$ cat src/rtl/adder_16bit_reg.sv
// -----------------------------------------------------------------------------
// adder_16bit_reg
// Registered 16-bit two's-complement adder with carry-in, carry-out and signed
// overflow. The output stage is a single register, so there is one cycle of
// latency. There is no backpressure, so an operand set can be accepted every
// cycle.
//
// Ports
//   clk       in   1      rising-edge clock
//   reset     in   1      asynchronous assert, active-high reset
//   in_valid  in   1      a/b/cin valid this cycle
//   a, b      in   16     operands (unsigned or two's complement)
//   cin       in   1      carry-in, weight 1
//   out_valid out  1      registered result valid
//   sum       out  16     registered (a+b+cin) mod 2^16, or the saturated value
//   cout      out  1      registered unsigned carry-out (bit 16 of a+b+cin)
//   overflow  out  1      registered signed overflow of the unsaturated sum
//
// Configuration
//   ADDER16_SAT_EN  when defined, sum saturates to 0x7FFF or 0x8000 on signed
//                   overflow. cout and overflow still describe the raw sum.
//                   When undefined, sum wraps modulo 2^16.
// -----------------------------------------------------------------------------
module adder_16bit_reg #(
  parameter int unsigned WIDTH = 16
) (
  input  logic             clk,
  input  logic             reset,
  input  logic             in_valid,
  input  logic [WIDTH-1:0] a,
  input  logic [WIDTH-1:0] b,
  input  logic             cin,
  output logic             out_valid,
  output logic [WIDTH-1:0] sum,
  output logic             cout,
  output logic             overflow
);

  localparam int unsigned GROUP_W    = 4;
  localparam int unsigned NUM_GROUPS = WIDTH / GROUP_W;

  // 4-bit carry-lookahead group: returns {carry_out, sum[3:0]}
  function automatic logic [GROUP_W:0] cla4(input logic [GROUP_W-1:0] x,
                                            input logic [GROUP_W-1:0] y,
                                            input logic               c0);
    logic [GROUP_W-1:0] p;
    logic [GROUP_W-1:0] g;
    logic               c1;
    logic               c2;
    logic               c3;
    logic               c4;
    p  = x ^ y;
    g  = x & y;
    c1 = g[0] | (p[0] & c0);
    c2 = g[1] | (p[1] & g[0]) | (p[1] & p[0] & c0);
    c3 = g[2] | (p[2] & g[1]) | (p[2] & p[1] & g[0]) | (p[2] & p[1] & p[0] & c0);
    c4 = g[3] | (p[3] & g[2]) | (p[3] & p[2] & g[1]) | (p[3] & p[2] & p[1] & g[0])
       | (p[3] & p[2] & p[1] & p[0] & c0);
    return {c4, p ^ {c3, c2, c1, c0}};
  endfunction

  logic [NUM_GROUPS:0] carry_c;
  logic [GROUP_W:0]    grp_c;
  logic [WIDTH-1:0]    sum_raw_c;
  logic                ovf_c;
  logic [WIDTH-1:0]    sum_res_c;

  logic                out_valid_q, out_valid_d;
  logic [WIDTH-1:0]    sum_q, sum_d;
  logic                cout_q, cout_d;
  logic                overflow_q, overflow_d;

  // Chain the lookahead groups; cin enters the least significant group
  always_comb begin
    carry_c    = '0;
    grp_c      = '0;
    sum_raw_c  = '0;
    carry_c[0] = cin;
    for (int unsigned i = 0; i < NUM_GROUPS; i++) begin
      grp_c                        = cla4(a[i*GROUP_W +: GROUP_W],
                                          b[i*GROUP_W +: GROUP_W], carry_c[i]);
      sum_raw_c[i*GROUP_W +: GROUP_W] = grp_c[GROUP_W-1:0];
      carry_c[i+1]                 = grp_c[GROUP_W];
    end
  end

  // Signed overflow: like-signed operands producing a result of the other sign
  assign ovf_c = (a[WIDTH-1] == b[WIDTH-1]) && (sum_raw_c[WIDTH-1] != a[WIDTH-1]);

`ifdef ADDER16_SAT_EN
  // The sign of a gives the direction of the overflow
  assign sum_res_c = !ovf_c      ? sum_raw_c :
                     a[WIDTH-1] ? {1'b1, {(WIDTH-1){1'b0}}} :
                                  {1'b0, {(WIDTH-1){1'b1}}};
`else
  assign sum_res_c = sum_raw_c;
`endif

  // Next state: load on valid, otherwise hold the result and drop valid
  always_comb begin
    out_valid_d = in_valid;
    sum_d       = sum_q;
    cout_d      = cout_q;
    overflow_d  = overflow_q;
    if (in_valid) begin
      sum_d      = sum_res_c;
      cout_d     = carry_c[NUM_GROUPS];
      overflow_d = ovf_c;
    end
  end

  // Output register
  always_ff @(posedge clk or posedge reset) begin
    if (reset) begin
      out_valid_q <= 1'b0;
      sum_q       <= '0;
      cout_q      <= 1'b0;
      overflow_q  <= 1'b0;
    end else begin
      out_valid_q <= out_valid_d;
      sum_q       <= sum_d;
      cout_q      <= cout_d;
      overflow_q  <= overflow_d;
    end
  end

  assign out_valid = out_valid_q;
  assign sum       = sum_q;
  assign cout      = cout_q;
  assign overflow  = overflow_q;

endmodule

$ cat config.mk
export PLATFORM = sky130hd
export DESIGN_NAME = adder_16bit_reg
export DESIGN_NICKNAME = d
export VERILOG_FILES = /design/src/rtl/adder_16bit_reg.sv
export SDC_FILE = /design/constraint.sdc
export NUM_CORES = 1
export LEC_CHECK = 0
export BUFFER_PORTS_ARGS = -buffer_cell sky130_fd_sc_hd__clkbuf_2
export CAP_MARGIN = 20
export CELL_PAD_IN_SITES_DETAIL_PLACEMENT = 0
export CELL_PAD_IN_SITES_GLOBAL_PLACEMENT = 1
export CORE_MARGIN = 2
export CORE_UTILIZATION = 33
export DETAILED_ROUTE_END_ITERATION = 6
export PLACE_DENSITY = 0.84
export SLEW_MARGIN = 5
export SYNTH_ARGS = -nofsm -noshare
export SYNTH_HDL_FRONTEND = slang
export SYNTH_SLANG_ARGS = --single-unit
$ cat constraint.sdc
create_clock -name clk -period 0.9 [get_ports clk]
set_input_delay 0.09 -clock clk [delete_from_list [all_inputs] [get_ports clk]]
set_output_delay 0.09 -clock clk [all_outputs]
set_load 0.05 [all_outputs]
=== Yosys cells after proc, flatten, opt, wreduce, memory -nomap -nowiden ===
Cells that the tools add are included.

* Register bits after elaboration: 19
* Bits in latches: 0
* RAM bits: 0
* Bits in read-only memories: 0
* Input bits: 36
* Output and inout bits: 19
* Memories kept: 0

* Add/sub/neg operators: 0
* $mul: 0
* Div/mod/pow operators: 0
* Order comparisons: 0
* Equal/unequal tests: 2
* Shift operators: 0
* Multiplexer cells: 0
* Bitwise operators: 116
* Reductions and logical operators: 1

{| class="wikitable"
|+ Operator list
! cell !! number
|-
| $and 1x1->1 || 64
|-
| $or 1x1->1 || 40
|-
| $xor 4x4->4 || 8
|-
| $and 4x4->4 || 4
|-
| $eq 1x1->1 || 1
|-
| $logic_and 1x1->1 || 1
|-
| $ne 1x1->1 || 1
|}

=== Longest topological paths before layout ===
Gate-level depths: netlist of the first run.

* Depth after elaboration: 15
* Depth in mapped cells: 8

=== Worst setup path before layout of the first run ===
No wires, ideal clock.

* Path type: input-to-reg
* Start point: input a[0]
* End point: register sum_q[12], in the netlist sum[12]
* Arrival: 1767 ps
* Path slack: -991 ps
* Stages on the path: 7
* Buffers on the path: 0
* Path through: ha_1 a211oi_2 o21ai_2 a31oi_4 o21ai_2 fa_1 mux2_2

* Cells in the longest elaborated chain, start to end: 9
* Elaborated cells on any way between the ends: 12

{| class="wikitable"
|+ Ends and longest elaborated chain
! element !! line !! text
|-
| start, declared || 30 || <nowiki>input logic [WIDTH-1:0] a,</nowiki>
|-
| $and 4x4->4 or $xor 4x4->4 (tied branches) || 53, 52 ||
|-
| $and 1x1->1, on equally long branches || 57, 58 ||
|-
| $or 1x1->1 or $and 1x1->1 (tied branches) || 57, 58 ||
|-
| $or 1x1->1 (*) || 58 || <nowiki>| (p[3] & p[2] & p[1] & p[0] & c0);</nowiki>
|-
| $and 1x1->1 (*) || 58 ||
|-
| $or 1x1->1 (*) || 58 ||
|-
| $and 1x1->1 (*) || 58 ||
|-
| $or 1x1->1 (*) || 58 ||
|-
| $xor 4x4->4 (*) || 59 || <nowiki>return {c4, p ^ {c3, c2, c1, c0}};</nowiki>
|-
| named net grp_c[0] || 63 || <nowiki>logic [GROUP_W:0] grp_c;</nowiki>
|-
| end signal, assigned || 121 || <nowiki>sum_q <= sum_d;</nowiki>
|-
| end, declared || 69 || <nowiki>logic [WIDTH-1:0] sum_q, sum_d;</nowiki>
|}

The timed path passes the listed nets; every way through them passes the cells marked *.
A chain may end at the register's enable or synchronous reset.

=== Worst setup path in the final report of the first run ===
Same ends and word-level chain as after synthesis.

==> results of run 1 <==
where the power goes:
| group | internal (mW) | switching (mW) |
|---|---|---|
| sequential | 1.03 | 0.166 |
| clock | 0.309 | 0.328 |
| combinational | 1.42 | 1.33 |
cell type report:
| cell class | count | area (um2) | area share |
|---|---|---|---|
| sequential | 19 | 477 | 0.173 |
| timing repair buffer | 111 | 966 | 0.351 |
| tap | 50 | 62.6 | 0.0228 |
| clock inverter | 1 | 5.00 | 0.00182 |
| multi-input combinational | 108 | 1170 | 0.425 |
| clock buffer | 3 | 41.3 | 0.0150 |
| inverter | 6 | 30.0 | 0.0109 |
through the flow:
stage,hold WS [ns],instances,area (um2)
after floorplan,0.0411,136,1550
after global placement,0.118,277,2170
after detailed placement,0.121,277,2170
after CTS,0.133,292,2570
after global routing,0.146,298,2750
final,0.132,298,2750
state kept, by name (all words and copies together) (netlist names):
signal / cells
out_valid: 1
cout: 1
overflow: 1
sum: 16
routing by layer:
layer | part of all wire | vias to the layer above
met1 | 0.38 | 673
met4 | 0.0089 | 0
met2 | 0.58 | 28
met5 | 0 | -
met3 | 0.032 | 4
li1 | - | 714
placed cells by master, fill, tap and decap left out, types with 6 or more instances in the layout:
master	instances
a21oi_2	8
a21oi_1	6
ha_4	7
dfrtp_1	18
nand2_1	6
buf_4	47
mux2_4	7
buf_6	10
clkbuf_2	32
ha_1	8
buf_8	19
nor2_1	9
cell families after synthesis:
logic type,Yosys count
adders and majority gates,20
AOI/OAI and AO/OA,38
and+or+nand+nor,32
DFF,19
muxes,9
xor gates and xnor gates,9
buffers and inverters,9
worst paths after layout:
check	startpoint	endpoint	slack, ns	cells past startpoint
hold / removal	in_valid	out_valid	0.13	2
setup reg to reg	sum[14]	sum[14]	-0.12	3
max in group asynchronous	reset	sum[1]	0.29	4
hold reg to reg	sum[15]	sum[15]	0.55	1
min in group asynchronous	reset	sum[15]	0.37	4
setup / recovery	a[0]	sum[12]	-0.73	8
repair_timing:
item / CTS / global route
hold buffers: 1 / 0
pin swaps: 16 / 13
hold endpoints to repair: 19 / 0
setup buffers: 10 / 6
setup endpoints to repair: 35 / 36
resized for setup: 55 / 42
==> metrics.md, run 1 <==
| Metric | Value |
|---|---|
| Place WS | `-1.08 ns` |
| Pin count of the biggest net entering global routing | `20` |
| Drt wl/cell | `13.6 um` |
| Power Density | `1670 nW/um2` |
| Peak supply drop | `1.17 mV` |
| Final Hold Fails | `0` |
| Util after Layout | `0.677` |
| M3 GR Usage | `0.0145` |
| Syn Std Cell Area | `1410 um2` |
| Largest family of logic cells by synthesized area | `adder cells` |
| Routed WL | `4.06 mm` |
| Top-count cell post-synth | `dfrtp_1` |
| Avg Inst Size Synth | `10.3 um2` |
| GR peak layer | `met2` |
| Top FF cell, synth | `dfrtp_1` |
| Synth Area in Compound Gates | `0.192` |
| Via density | `4.76` |
| Grt total ovfl | `0` |
| Buf/Inv on CP | `1` |
| Power consumption | `4.58 mW` |
| Hold WC Path Type | `primary input to flop` |
| Post-synth EDFFs | `0` |
| CTS Buf Count | `3` |
| Max_cap viols | `0` |
| Synth area leaders | `dfrtp_1 (34%), ha_1 (14%), mux2_2 (6.4%)` |
| Met2 usage | `0.339` |
| Fmax | `0.614 GHz` |
| Chip height | `69.3 um` |
| Fin Setup TNS | `-9.98 ns` |
| M1 GR Usage | `0.183` |
| Adder-cell share of the synthesized area | `0.199` |
| RSZ-0062 raised after global routing | `true` |
| Worst skew pair latency | `0.26 ns` |
| Mux cell area share after synthesis | `0.0712` |
| TritonCTS clock tree | `yes` |
| Die Wd | `69.3 um` |
| Placer Congestion | `0.748` |
| DRT iter0 DRCs | `38` |
| Max clock buf depth | `2` |
| Worst Slack Setup Final | `-0.729 ns` |
| Crit path cell chain | `buf_8, ha_4, a211oi_4, o21ai_4, a31oi_4, o21ai_2, fa_2, mux2_4` |
| Sequential area share after synthesis | `0.338` |
| All-layer global routing usage | `0.168` |
| # DRC | `0` |
| Status | `finished, violations left` |
| Final period util | `1.81` |
| Endpoints failing setup | `35` |
| Core area | `4060 um2` |
| Vias in the first global route | `1543` |
| Failing checks | `setup timing` |
| Synth Area in XOR/XNOR | `0.0560` |
| Cell count after synthesis | `136` |
| #FFs+latches synth | `19` |
| CP arrival | `1.79 ns` |
| Post-route ant nets | `0` |
| Worst slew pin tran | `0.272 ns` |
| Ratio of cells with drive above 1 in the final layout | `0.661` |
| Row cnt | `23` |
| Crit-path slowest cell | `fa_2` |
| Startpoint Class | `primary input` |
| H-Tree Depth | `1` |
| Die area | `4800 um2` |
| HPWL after DPL | `2.87 mm` |
| Pins Over Slew Limit | `0` |
| Async S/R FF share, synth | `1.00` |
| First-pass GRT wire length | `6.62 mm` |
| Critical path peak fanout | `3` |
| Fillcell total | `296` |
| Clock transition at path regs | `0.08 ns` |
| Crit path required time | `1.06 ns` |
| Initial Util | `0.347` |
| Area grow syn2layout | `95.5%` |
| Ports | `55` |
| Min Tclk post-route | `1.63 ns` |
| Fin Clk Skew | `0 ns` |
| CP Capture Type | `flop` |
| Yosys warning count | `0` |
| Final #Nets | `305` |
| TritonRoute pass-1 iters | `4` |
| WS Path Type | `primary input to flop` |
| Peak per-stage delay on the critical path | `0.43 ns` |
| Via count | `1419` |
| # port buffers | `54` |
| Clock root cell | `clkbuf_8` |
| Count of cell types in the netlist | `40` |
| Synth cell count leaders | `dfrtp_1 (19), ha_1 (16), a21oi_1 (13), nor2_1 (11), mux2_2 (8)` |
| Post-Synth Simple-Gate Area | `0.119` |
| CTS Sinks | `19` |
| Synth area leader | `dfrtp_1` |
| Initial antenna violation count | `0` |
| Mapped Nets | `192` |
| Rel. slew slack | `0.816` |
| Antenna fix cells | `0` |
| Crit path max-delay family | `adder cells` |
| Post-synth top area share | `0.338` |
| Static leakage | `1.31 nW` |
No activity file was read; power rests on OpenSTA's default activity.
==> run 2, diff against run 1 <==
--- a/config.mk
+++ b/config.mk
@@ -13,6 +13,7 @@
 export CORE_UTILIZATION = 33
 export DETAILED_ROUTE_END_ITERATION = 6
 export PLACE_DENSITY = 0.84
+export SETUP_SLACK_MARGIN = 0.1
 export SLEW_MARGIN = 5
 export SYNTH_ARGS = -nofsm -noshare
 export SYNTH_HDL_FRONTEND = slang
==> metrics.md, run 2 (same netlist as run 1, synthesis figures left out) <==
| Metric | Value |
|---|---|
| Status | `finished, violations left` |
| Failing checks | `setup timing` |
| M3 GR Usage | `0.0218 (+0.00727)` |
| Area grow syn2layout | `97.1%` |
| Worst setup startpoint | `b[2]` |
| Worst-case reg-to-reg path depth | `3 (unchanged)` |
| Most frequent cells in the layout | `buf_4 (47), clkbuf_2 (32), buf_8 (21), dfrtp_1 (17), ha_1 (10)` |
| Rel. slew slack | `0.826 (+0.00940)` |
| Via count | `1446 (+1.9%)` |
| Clock transition at path regs | `0.08 ns (about the same)` |
| Pins Over Slew Limit | `0 (unchanged)` |
| CP Capture Type | `flop` |
| Crit path cell chain | `clkbuf_2, ha_4, o21ai_4, o21ai_4, a31oi_4, o21ai_2, fa_2, mux2_2` |
| Initial Util | `0.347 (unchanged)` |
| Core area | `4060 um2 (unchanged)` |
| Die area | `4800 um2 (unchanged)` |
| Clock root cell | `clkbuf_8` |
| Min Tclk post-route | `1.63 ns (+0.00302 ns)` |
| Final #Nets | `305 (unchanged)` |
| Drt wl/cell | `13.2 um (-2.9%)` |
| # port buffers | `54 (unchanged)` |
| Hold path depth | `4 (+2)` |
| Die Wd | `69.3 um (unchanged)` |
| Worst slew pin tran | `0.258 ns (-0.0139 ns)` |
| CTS Buf Count | `3 (unchanged)` |
| RSZ-0062 raised after global routing | `true` |
| Initial antenna violation count | `0 (unchanged)` |
| Met2 usage | `0.309 (-0.0299)` |
| Fmax | `0.613 GHz (-0.18%)` |
| First-pass GRT wire length | `6.34 mm (-4.3%)` |
| TritonRoute pass-1 iters | `4 (unchanged)` |
| Crit path required time | `1.05 ns (about the same)` |
| Crit path max-delay family | `adder cells` |
| Power Density | `1660 nW/um2 (-0.61%)` |
| CTS Sinks | `19 (unchanged)` |
| Chip height | `69.3 um (unchanged)` |
| Row cnt | `23 (unchanged)` |
| Util after Layout | `0.683 (+0.00555)` |
| # DRC | `0 (unchanged)` |
| H-Tree Depth | `1 (unchanged)` |
| Worst skew pair latency | `0.25 ns (about the same)` |
| Peak supply drop | `0.902 mV (-23%)` |
| Peak per-stage delay on the critical path | `0.45 ns (+0.02 ns)` |
| Via density | `4.85 (+1.9%)` |
| Final period util | `1.81 (+0.00335)` |
| FF-to-FF End | `sum[14]` |
| Hold WC Path Type | `primary input to flop` |
| Fin Clk Skew | `0 ns (unchanged)` |
| Endpoints failing setup | `34 (-2.9%)` |
| Antenna fix cells | `0 (unchanged)` |
| Vias in the first global route | `1474 (-4.5%)` |
| Ports | `55 (unchanged)` |
| Static leakage | `1.33 nW (+0.93%)` |
| Routed WL | `3.94 mm (-2.9%)` |
| HPWL after DPL | `2.85 mm (-0.77%)` |
| Placer Congestion | `0.733 (-2.0%)` |
| Max FFs per register | `16 (unchanged)` |
| Fillcell total | `304 (+2.7%)` |
| Place WS | `-1.08 ns (+0.00149 ns)` |
| Max clock buf depth | `2 (unchanged)` |
| HP Start | `a[15]` |
| Max_cap viols | `0 (unchanged)` |
| Worst Slack Setup Final | `-0.732 ns (-0.00302 ns)` |
| Pin count of the biggest net entering global routing | `20 (unchanged)` |
| M1 GR Usage | `0.182 (-0.000657)` |
| DRT iter0 DRCs | `49 (+29%)` |
| All-layer global routing usage | `0.160 (-0.00789)` |
| GR peak layer | `met2` |
| Post-route ant nets | `0 (unchanged)` |
| Critical Path Sink | `sum[12]` |
| Final Hold Fails | `0 (unchanged)` |
| Commonest non-fill, non-tap cell in the layout | `buf_4` |
| Crit path top cell by count | `o21ai_4` |
| Buf/Inv on CP | `1 (unchanged)` |
| Crit-path slowest cell | `fa_2` |
| WS Path Type | `primary input to flop` |
| Startpoint Class | `primary input` |
| Ratio of cells with drive above 1 in the final layout | `0.665 (+0.00403)` |
| Reg2Reg Setup Slack | `-0.11 ns (about the same)` |
| Critical path depth in cells | `8 (unchanged)` |
| Critical path peak fanout | `3 (unchanged)` |
| Grt total ovfl | `0 (unchanged)` |
| CP arrival | `1.78 ns (about the same)` |
| TritonCTS clock tree | `yes` |
| R2r startpoint | `sum[14]` |
## run 2: cell counts in the layout (fill, tap and decap cells not counted)
No cell type changed its count.
## run 2: worst min path at each step
stage                     to  slack (ns)
global route        overflow        0.24
detailed placement   sum[15]        0.12
floorplan               cout        0.04
finish              overflow        0.23
CTS                 overflow        0.22
global placement     sum[15]        0.11
## run 2: metrics by stage
stage               TNS (ns)  power (mW)  hold WS, ns  std cells  cell area (um2)
CTS                    -9.82        4.28        0.223        295             2560
global route          -10.75        4.83        0.235        298             2770
floorplan              -8.78        2.47       0.0410        136             1550
finish                 -9.28        4.59        0.229        298             2770
detailed placement    -13.41        3.11        0.122        277             2170
global placement      -12.98        3.08        0.110        277             2170
## run 2: worst register-to-register path, delay by kind of cell, from the launching register on
family / cells / cell delay (ns)
AO/OA/AOI/OAI: 1 / 0.10
flip-flops: 1 / 0.41
AND/OR/NAND/NOR: 2 / 0.38
## run 2: cell type report
cell class                 instances  area [um2]  area share
inverter                           6        32.5      0.0117
clock buffer                       3        41.3      0.0149
tap                               50        62.6      0.0226
sequential                        19         478       0.172
timing repair buffer             111         973       0.351
multi-input combinational        108        1180       0.425
clock inverter                     1        5.00     0.00181
## run 2: repair_timing
| action | CTS | global route |
|---|---|---|
| setup buffers | 13 | 4 |
| resized for setup | 51 | 53 |
| pin swaps | 13 | 12 |
| hold endpoints to repair | 19 | 0 |
| setup endpoints to repair | 37 | 37 |
| hold buffers | 1 | 0 |
## run 2: report_power, final
group / internal, mW / leakage, nW / switching [mW]
clock: 0.308 / 0.0255 / 0.305
combinational: 1.42 / 1.08 / 1.35
sequential: 1.04 / 0.219 / 0.167
## run 2: metal layers
| metal | wire (um) | share of wire |
|---|---|---|
| met4 | 27 | 0.0068 |
| met3 | 121 | 0.031 |
| met2 | 2260 | 0.57 |
| met5 | 0 | 0 |
| met1 | 1540 | 0.39 |
==> run 3, diff against run 2 <==
--- a/config.mk
+++ b/config.mk
@@ -10,9 +10,9 @@
 export CELL_PAD_IN_SITES_DETAIL_PLACEMENT = 0
 export CELL_PAD_IN_SITES_GLOBAL_PLACEMENT = 1
 export CORE_MARGIN = 2
-export CORE_UTILIZATION = 33
+export CORE_UTILIZATION = 39
 export DETAILED_ROUTE_END_ITERATION = 6
-export PLACE_DENSITY = 0.84
+export PLACE_DENSITY = 0.93
 export SETUP_SLACK_MARGIN = 0.1
 export SLEW_MARGIN = 5
 export SYNTH_ARGS = -nofsm -noshare
==> constraint.sdc (replaced) <==
create_clock -name clk -period 1.9 [get_ports clk]
set_input_delay 0.19 -clock clk [delete_from_list [all_inputs] [get_ports clk]]
set_output_delay 0.19 -clock clk [all_outputs]
set_load 0.05 [all_outputs]
==> metrics.md, run 3 (same netlist as run 1, synthesis figures left out) <==
| Metric | Value |
|---|---|
| CTS Sinks | `19 (unchanged)` |
| Row cnt | `21 (-8.7%)` |
| Status | `completed` |
| All-layer global routing usage | `0.165 (+0.00520)` |
| Via density | `5.09 (+4.9%)` |
| # DRC | `0 (unchanged)` |
| Reg2Reg Setup Slack | `0.91 ns (+1.02 ns)` |
| Pint | `859 uW (-69%)` |
| H-Tree Depth | `1 (unchanged)` |
| HPWL after DPL | `2.75 mm (-3.6%)` |
| Worst slew pin tran | `0.710 ns (+0.452 ns)` |
| Endpoints failing setup | `0 (-100%)` |
| Crit path top cell by count | `o21ai_2` |
| Vias in the first global route | `1296 (-12%)` |
| Comb power frac | `0.529 (-0.075)` |
| Placer Congestion | `0.774 (+5.5%)` |
| Place WS | `-0.207 ns (+0.872 ns)` |
| Ports | `55 (unchanged)` |
| Max FFs per register | `16 (unchanged)` |
| Pin count of the biggest net entering global routing | `20 (unchanged)` |
| CTS Buf Count | `3 (unchanged)` |
| Sequential power share | `0.341 (+0.079)` |
| Ratio of cells with drive above 1 in the final layout | `0.457 (-0.209)` |
| Antenna fix cells | `0 (unchanged)` |
| Commonest non-fill, non-tap cell in the layout | `clkbuf_2` |
| Most frequent cells in the layout | `clkbuf_2 (54), dfrtp_1 (19), buf_4 (16), ha_1 (13), a21oi_1 (12)` |
| CP Capture Type | `flop` |
| Via count | `1293 (-11%)` |
| Pins Over Slew Limit | `0 (unchanged)` |
| Peak per-stage delay on the critical path | `0.46 ns (about the same)` |
| Initial antenna violation count | `0 (unchanged)` |
| Placed inst area | `1900 um2 (-12%)` |
| Clock root cell | `clkbuf_4` |
| Clock transition at path regs | `0.11 ns (+0.03 ns)` |
| First-pass GRT wire length | `5.42 mm (-15%)` |
| CP arrival | `1.97 ns (+0.19 ns)` |
| Grt total ovfl | `0 (unchanged)` |
| Worst Slack Setup Final | `0.126 ns (+0.858 ns)` |
| Clock power frac | `0.130 (-0.004)` |
| Chip height | `64.1 um (-7.5%)` |
| Crit-path slowest cell | `fa_1` |
| Power Density | `810 nW/um2 (-51%)` |
| Crit path cell chain | `clkbuf_2, ha_4, a211oi_4, o21ai_2, a31oi_4, o21ai_2, fa_1, mux2_2` |
| Post-route ant nets | `0 (unchanged)` |
| WS Path Type | `primary input to flop` |
| Design Area, Final | `1940 um2 (-30%)` |
| Fillcell total | `306 (+0.66%)` |
| Buf/Inv on CP | `1 (unchanged)` |
| Area grow syn2layout | `37.9%` |
| Fmax | `0.564 GHz` |
| Core area | `3390 um2 (-16%)` |
| Drt wl/cell | `12.5 um (-5.5%)` |
| Fin Clk Skew | `0 ns (unchanged)` |
| Critical path peak fanout | `3 (unchanged)` |
| Static leakage | `0.963 nW (-27%)` |
| Final Hold Fails | `0 (unchanged)` |
| Net Switching | `712 uW (-61%)` |
| Initial Util | `0.415 (+0.0683)` |
| Peak supply drop | `0.677 mV (-25%)` |
| Max_cap viols | `0 (unchanged)` |
| Switching portion of total power | `0.453 (+0.0565)` |
| Crit path required time | `2.10 ns (+1.05 ns)` |
| TritonCTS clock tree | `yes` |
| Die area | `4100 um2 (-15%)` |
| TritonRoute pass-1 iters | `4 (unchanged)` |
| RSZ-0062 raised after global routing | `true` |
| Die Wd | `64.1 um (-7.5%)` |
| Setup Fix Bufs, Post-CTS | `0 (-13)` |
| DRT iter0 DRCs | `37 (-24%)` |
| Startpoint Class | `primary input` |
| Final period util | `0.934` |
| Power consumption | `1.57 mW (-66%)` |
| Worst skew pair latency | `0.29 ns (+0.04 ns)` |
| Util after Layout | `0.572 (-0.111)` |
| Rel. slew slack | `0.526 (-0.300)` |
| Max clock buf depth | `2 (unchanged)` |
| Crit path max-delay family | `adder cells` |
| # port buffers | `54 (unchanged)` |
| Final #Nets | `265 (-13%)` |
| Min Tclk post-route | `1.77 ns` |
| Routed WL | `3.18 mm (-19%)` |
| Hold WC Path Type | `primary input to flop` |
## run 3: changes by cell type in the layout (fill, tap and decap cells not counted), moves of 6 or more
| cell | change |
|---|---|
| mux2_4 | -7 |
| mux2_2 | +7 |
| buf_6 | -8 |
| clkbuf_2 | +22 |
| a21oi_1 | +7 |
| a21oi_2 | -6 |
| buf_4 | -31 |
| buf_8 | -21 |
## run 3: layout make-up
cell class	count	area (um2)	share of cell area
multi-input combinational	108	957	0.494
clock buffer	4	26.3	0.0135
inverter	6	22.5	0.0116
timing repair buffer	71	400	0.206
sequential	19	475	0.245
tap	46	57.6	0.0297
## run 3: per-stage QoR
step | setup TNS, ns | hold WS, ns | cells
6_report | 0 | 0.183 | 254
4_1_cts | 0 | 0.176 | 254
5_1_grt | 0 | 0.184 | 254
3_5_place_dp | -1.04 | 0.332 | 249
3_3_place_gp | -0.453 | 0.325 | 249
2_1_floorplan | 0 | 0.141 | 136
## run 3: path summary, 6_finish.rpt
kind	startpoint	cells after the start	to
setup reg to reg	sum[14]	3	sum[14]
min in group asynchronous	reset	3	out_valid
setup / recovery	a[0]	8	sum[12]
max in group asynchronous	reset	3	sum[6]
hold reg to reg	sum[15]	1	sum[15]
hold / removal	a[15]	3	overflow
## run 3: timing repair
item	4_1_cts	5_1_grt
endpoints found under the setup margin	0	2
hold buffers	1	0
resized for setup	0	1
hold endpoints to repair	10	0
## run 3: power groups by stage
stage / Clock, mW / Combinational (mW) / Sequential [mW]
after floorplan: 0 / 0.299 / 0.838
after global placement: 0 / 0.819 / 0.540
after detailed placement: 0 / 0.838 / 0.543
after CTS: 0.214 / 0.841 / 0.536
after global routing: 0.239 / 0.894 / 0.548
final: 0.204 / 0.832 / 0.535
## run 3: metal layers
metal | global-route usage | vias to the layer above | routed length (um)
li1 | - | 637 | -
met1 | 0.202 | 615 | 1340
met2 | 0.302 | 39 | 1660
met3 | 0.0387 | 2 | 168
met4 | 0.0163 | 0 | 13
met5 | 0 | - | 0
## run 3: tightest hold or removal path: stages
cell and delay (ns):
clkbuf_2 0.11, nand2_1 0.06, o211ai_1 0.07
